### src/rtl/uart_word_tx.sv
// uart_word_tx: sends one address/data word as a 10-byte 8N1 frame
// (0xaa, addr LSB-first, data LSB-first, 0x55) on uart_txd.
// All outputs come straight from flops; the next-state logic computes
// both the control state and the value the line will carry next cycle.
module uart_word_tx #(
    parameter int CLK_HZ        = 50000000,
    parameter int SCLK_HZ       = 25000000,
    parameter int COUNTER_WIDTH = 9
) (
    input  logic        clk,
    input  logic        reset,
    input  logic        start,
    input  logic [31:0] addr,
    input  logic [31:0] data,
    output logic        ready,
    output logic        busy,
    output logic        done,
    output logic        uart_txd
);

    localparam int BIT_CYCLES = CLK_HZ / SCLK_HZ;
    localparam logic [COUNTER_WIDTH-1:0] LAST_CNT = COUNTER_WIDTH'(BIT_CYCLES - 1);
    localparam logic [COUNTER_WIDTH-1:0] CNT_ONE  = COUNTER_WIDTH'(1);
    localparam logic [COUNTER_WIDTH-1:0] CNT_ZERO = COUNTER_WIDTH'(0);

    typedef enum logic [1:0] {
        ST_IDLE  = 2'd0,
        ST_START = 2'd1,
        ST_DATA  = 2'd2,
        ST_STOP  = 2'd3
    } state_t;

    // Byte n of the frame sits in bits [8n+7:8n], so byte 0 (0xaa) goes first.
    function automatic logic [79:0] pack_frame(input logic [31:0] a, input logic [31:0] d);
        return {8'h55, d, a, 8'haa};
    endfunction

    // Bit position byte*8+bit is exactly the concatenation {byte, bit}.
    function automatic logic frame_bit(input logic [79:0] f, input logic [3:0] byte_i,
                                       input logic [2:0] bit_i);
        return f[{byte_i, bit_i}];
    endfunction

    state_t                   state_r, state_s;
    logic [COUNTER_WIDTH-1:0] cnt_r, cnt_s;
    logic [2:0]               bit_idx_r, bit_idx_s;
    logic [3:0]               byte_idx_r, byte_idx_s;
    logic [79:0]              frame_r, frame_s;
    logic                     txd_r, txd_s;
    logic                     ready_r, ready_s;
    logic                     busy_r;
    logic                     done_r, done_s;
    logic                     cnt_last_s;
    logic [2:0]               next_bit_idx_s;

    assign cnt_last_s     = (cnt_r == LAST_CNT);
    assign next_bit_idx_s = bit_idx_r + 3'd1;

    // Next-state and next-output computation for the frame sequencer.
    always_comb begin
        state_s    = state_r;
        cnt_s      = cnt_r;
        bit_idx_s  = bit_idx_r;
        byte_idx_s = byte_idx_r;
        frame_s    = frame_r;
        txd_s      = txd_r;
        ready_s    = ready_r;
        done_s     = 1'b0;

        case (state_r)
            ST_IDLE: begin
                if (start && ready_r) begin
                    state_s    = ST_START;
                    cnt_s      = CNT_ZERO;
                    bit_idx_s  = 3'd0;
                    byte_idx_s = 4'd0;
                    frame_s    = pack_frame(addr, data);
                    ready_s    = 1'b0;
                    txd_s      = 1'b0;
                end else begin
                    ready_s = 1'b1;
                    txd_s   = 1'b1;
                end
            end
            ST_START: begin
                if (cnt_last_s) begin
                    cnt_s     = CNT_ZERO;
                    bit_idx_s = 3'd0;
                    state_s   = ST_DATA;
                    txd_s     = frame_bit(frame_r, byte_idx_r, 3'd0);
                end else begin
                    cnt_s = cnt_r + CNT_ONE;
                end
            end
            ST_DATA: begin
                if (cnt_last_s) begin
                    cnt_s = CNT_ZERO;
                    if (bit_idx_r == 3'd7) begin
                        state_s   = ST_STOP;
                        bit_idx_s = 3'd0;
                        txd_s     = 1'b1;
                    end else begin
                        bit_idx_s = next_bit_idx_s;
                        txd_s     = frame_bit(frame_r, byte_idx_r, next_bit_idx_s);
                    end
                end else begin
                    cnt_s = cnt_r + CNT_ONE;
                end
            end
            ST_STOP: begin
                if (cnt_last_s) begin
                    cnt_s = CNT_ZERO;
                    if (byte_idx_r == 4'd9) begin
                        // Last stop bit done: back to idle with a one-cycle done.
                        state_s    = ST_IDLE;
                        byte_idx_s = 4'd0;
                        ready_s    = 1'b1;
                        done_s     = 1'b1;
                        txd_s      = 1'b1;
                    end else begin
                        // Next start bit follows immediately, no idle gap.
                        state_s    = ST_START;
                        byte_idx_s = byte_idx_r + 4'd1;
                        txd_s      = 1'b0;
                    end
                end else begin
                    cnt_s = cnt_r + CNT_ONE;
                end
            end
            default: begin
                state_s    = ST_IDLE;
                cnt_s      = CNT_ZERO;
                bit_idx_s  = 3'd0;
                byte_idx_s = 4'd0;
                ready_s    = 1'b1;
                txd_s      = 1'b1;
            end
        endcase
    end

    // State and output registers; reset abandons any frame in flight.
    always_ff @(posedge clk) begin
        if (reset) begin
            state_r    <= ST_IDLE;
            cnt_r      <= CNT_ZERO;
            bit_idx_r  <= 3'd0;
            byte_idx_r <= 4'd0;
            frame_r    <= 80'h0;
            txd_r      <= 1'b1;
            ready_r    <= 1'b1;
            busy_r     <= 1'b0;
            done_r     <= 1'b0;
        end else begin
            state_r    <= state_s;
            cnt_r      <= cnt_s;
            bit_idx_r  <= bit_idx_s;
            byte_idx_r <= byte_idx_s;
            frame_r    <= frame_s;
            txd_r      <= txd_s;
            ready_r    <= ready_s;
            busy_r     <= ~ready_s;
            done_r     <= done_s;
        end
    end

    assign uart_txd = txd_r;
    assign ready    = ready_r;
    assign busy     = busy_r;
    assign done     = done_r;

endmodule

### config.mk
export PLATFORM = sky130hd
export DESIGN_NAME = uart_word_tx
export DESIGN_NICKNAME = d
export VERILOG_FILES = /design/src/rtl/uart_word_tx.sv
export SDC_FILE = /design/constraint.sdc
export NUM_CORES = 1
export LEC_CHECK = 0
export CORE_MARGIN = 5
export CORE_UTILIZATION = 50
export DETAILED_ROUTE_END_ITERATION = 7
export PLACE_DENSITY = 0.8
export SLEW_MARGIN = 15
export SYNTH_ARGS = -nofsm -noshare
export SYNTH_HDL_FRONTEND = slang
export SYNTH_SLANG_ARGS = --single-unit
### constraint.sdc
create_clock -name clk -period 3.6 [get_ports clk]
set_input_delay 1.08 -clock clk [delete_from_list [all_inputs] [get_ports clk]]
set_output_delay 1.08 -clock clk [all_outputs]
set_load 0.03 [all_outputs]
==> flow_summary.ini <==
[logic_synthesis]
synthCells = 494
ys_seq_area_share_pct = 42.5
yosysWarningCount = 0
synth_edf_count = 0
synth_area_per_cell_um2 = 8.29
synth.area.top_cells = dfxtp_1, nand2_1, a21oi_1, mux4_2, mux2i_1
async_flop_share_pct = 0
yosysTopAreaCellShare_pct = 42.5
synth_area_um2 = 4100
synth_fp_nets = 571
synth.distinct_cells = 45
ys_ff_latch = 87
synth_top_area_cell = dfxtp_1
ys.flop_type = dfxtp_1

[clock_network]
clk_root_buffer_cell = clkbuf_8
tritoncts = done
clk-insertion-delay-late_ps = 360
clk_pin_slew_ps = 90
cts.path.max_buffers = 2
postCtsSetupRepairBufs = 0
holdBufCountCts = 0
clkSinkCount = 87
cts_made_buffers = 9
htree_levels = 3
post_cts_resized = 0

[min_path]
hold_class = reg -> reg
hold_depth = 2

[critical_path]
critical_path.cell_chain = ha_1 -> ha_1 -> mux2_2 -> a311oi_1 -> a2111o_1 -> a21oi_1 -> a2111oi_1 -> o41ai_2
arrival_ps = 3280
rrSetupSlack_ps = 560
cp_num_cells = 8
path_class = reg -> reg
critPathRequiredTime_ps = 3840
endpoint = uart_txd
cp-end-kind = flip-flop
cp-start-kind = flip-flop
cpMostUsedCell = ha_1
rr_endpoint = uart_txd
reg2regPathDepth = 8
cpLargestDelayFamily = compound AO/OA/AOI/OAI gates
cp_num_buf_inv = 0
slowest_delay_ps = 870
r2r_start = bit_idx_r[0]
slowest_stage = ha_1
crit_path_start = bit_idx_r[0]
path_max_fanout = 21

[placed_design]
io_buffers = 70
dp_slack_ps = 588
place_inst = 637
post_dp_cell_area_um2 = 4820
routabilityCongestion = 0.940
dp_hpwl_um = 6920

[timing]
setup_viol_count_final = 0
post-route-worst-setup-slack_ps = 558
finalHoldViolCount = 0
max-slew-margin-rel_pct = 40.2
tightestPinTransition_ps = 897
rsz0062_at_grt = no
fin_crit_sh_pct = 84.5
setup-tns-final_ps = 0
period_needed_ps = 3040
drv_slew = 0
fmax_mhz = 329
skew_ps = 11.2
holdWs_ps = 458

[floorplan]
start_util_pct = 50.6
io_pins = 71
dieHeight_um = 101
core_area_um2 = 8090
dieArea_um2 = 10100
die_w_um = 101
row_count = 33

[global_route]
grt_use_total_pct = 20.1
grt_antenna_before_repair = 0
grt_overflow_total = 0
grt_pass1_wl_um = 16400
grt_max_degree = 67
grt_pass1_vias = 3516

[run_status]
status = finished clean

[cells_and_area]
final_common_cell = nand2_1
areaGrowthSynthToFinish_pct = 22.7
finish.utilization_pct = 62.1
final_cell_mix = nand2_1, dfxtp_1, a21oi_1
fin_cells = 653
n_antenna_cell = 0
fillCellCount = 709
drive_gt1_share_pct = 7.66
design_area_um2 = 5030
nets = 620

[route]
num_vias = 3668
ant_nets = 0
dr.pass1.iters = 5
routed_wl_um = 9840
drtIter0Drc = 211
vias_per_cell = 5.62
route.detailed.drc = 0
wl_per_cell_um = 15.1

[pwr]
power_density_nw_per_um2 = 606
vdd.ir_drop.worst_mv = 0.242
p_total_mw = 3.04
leakage_nw = 1.76

[job]
cap_viol_max_count = 0
where the power goes:
group	internal, mW	switching [mW]
Combinational	0.441	0.635
Sequential	1.14	0.129
Clock	0.328	0.369
Total	1.91	1.13
logic make-up after synthesis:
family                     synth area share, %
adders and majority gates                 3.05
AOI/OAI and AO/OA                         17.7
muxes                                     11.9
buffers and inverters                     4.86
DFF                                       42.5
and+or+nand+nor                           20.1
synthesized netlist by cell type (2+ instances only):
cell type / count
inv_1: 10
and2_1: 2
nand2b_1: 2
a31oi_1: 4
mux4_2: 10
o31a_1: 2
ha_1: 10
nor4_1: 3
o21ai_0: 11
clkbuf_1: 31
a211oi_1: 3
and3_1: 2
dfxtp_1: 87
nand2_1: 140
o41ai_1: 2
nand4_1: 4
a311oi_1: 7
nand3_1: 6
nor2b_1: 4
nand3b_1: 2
mux2_2: 6
nor2_1: 25
a21oi_1: 81
nor3_1: 3
mux2i_1: 14
buf_6: 3
mux4_1: 2
how the worst min path moves through the flow:
stage / from / end / slack, ps
after global placement: frame_r[41] / frame_r[41] / 440
final: frame_r[35] / frame_r[35] / 460
after CTS: frame_r[35] / frame_r[35] / 460
after global routing: frame_r[42] / frame_r[42] / 480
after floorplan: frame_r[10] / frame_r[10] / 430
after detailed placement: frame_r[35] / frame_r[35] / 450
layout make-up:
cell class / instances / area [um2] / area share, %
clock buffers: 9 / 124 / 2.46
clock inverters: 7 / 80.1 / 1.59
inverters: 10 / 37.5 / 0.747
multi-input cells: 361 / 2160 / 43.0
flip-flops and latches: 87 / 1740 / 34.6
well taps: 105 / 131 / 2.61
repair buffers: 74 / 751 / 14.9
worst register-to-register path, cell delays in order, from the launching register on:
cell and delay [ps]:
dfxtp_1 320, ha_1 190, ha_1 870, mux2_2 430, a311oi_1 290, a2111o_1 180
a21oi_1 50, a2111oi_1 480, o41ai_2 120
metal layers:
metal  vias up  GRT usage, %  wire length [um]
li1       1813             -                 -
met1      1724          25.5              4180
met2       112          33.2              4890
met3        19          4.57               525
met4         0          8.19               239
met5         -             0                 0
flip-flops by register name, summed over array words and instances, names as in the netlist:
| signal | count |
|---|---|
| byte_idx_r | 4 |
| bit_idx_r | 3 |
| ready | 1 |
| cnt_r | 9 |
| busy | 1 |
| state_r | 2 |
| done | 1 |
| uart_txd | 1 |
| frame_r | 65 |
(Power assumes the default switching activity.)
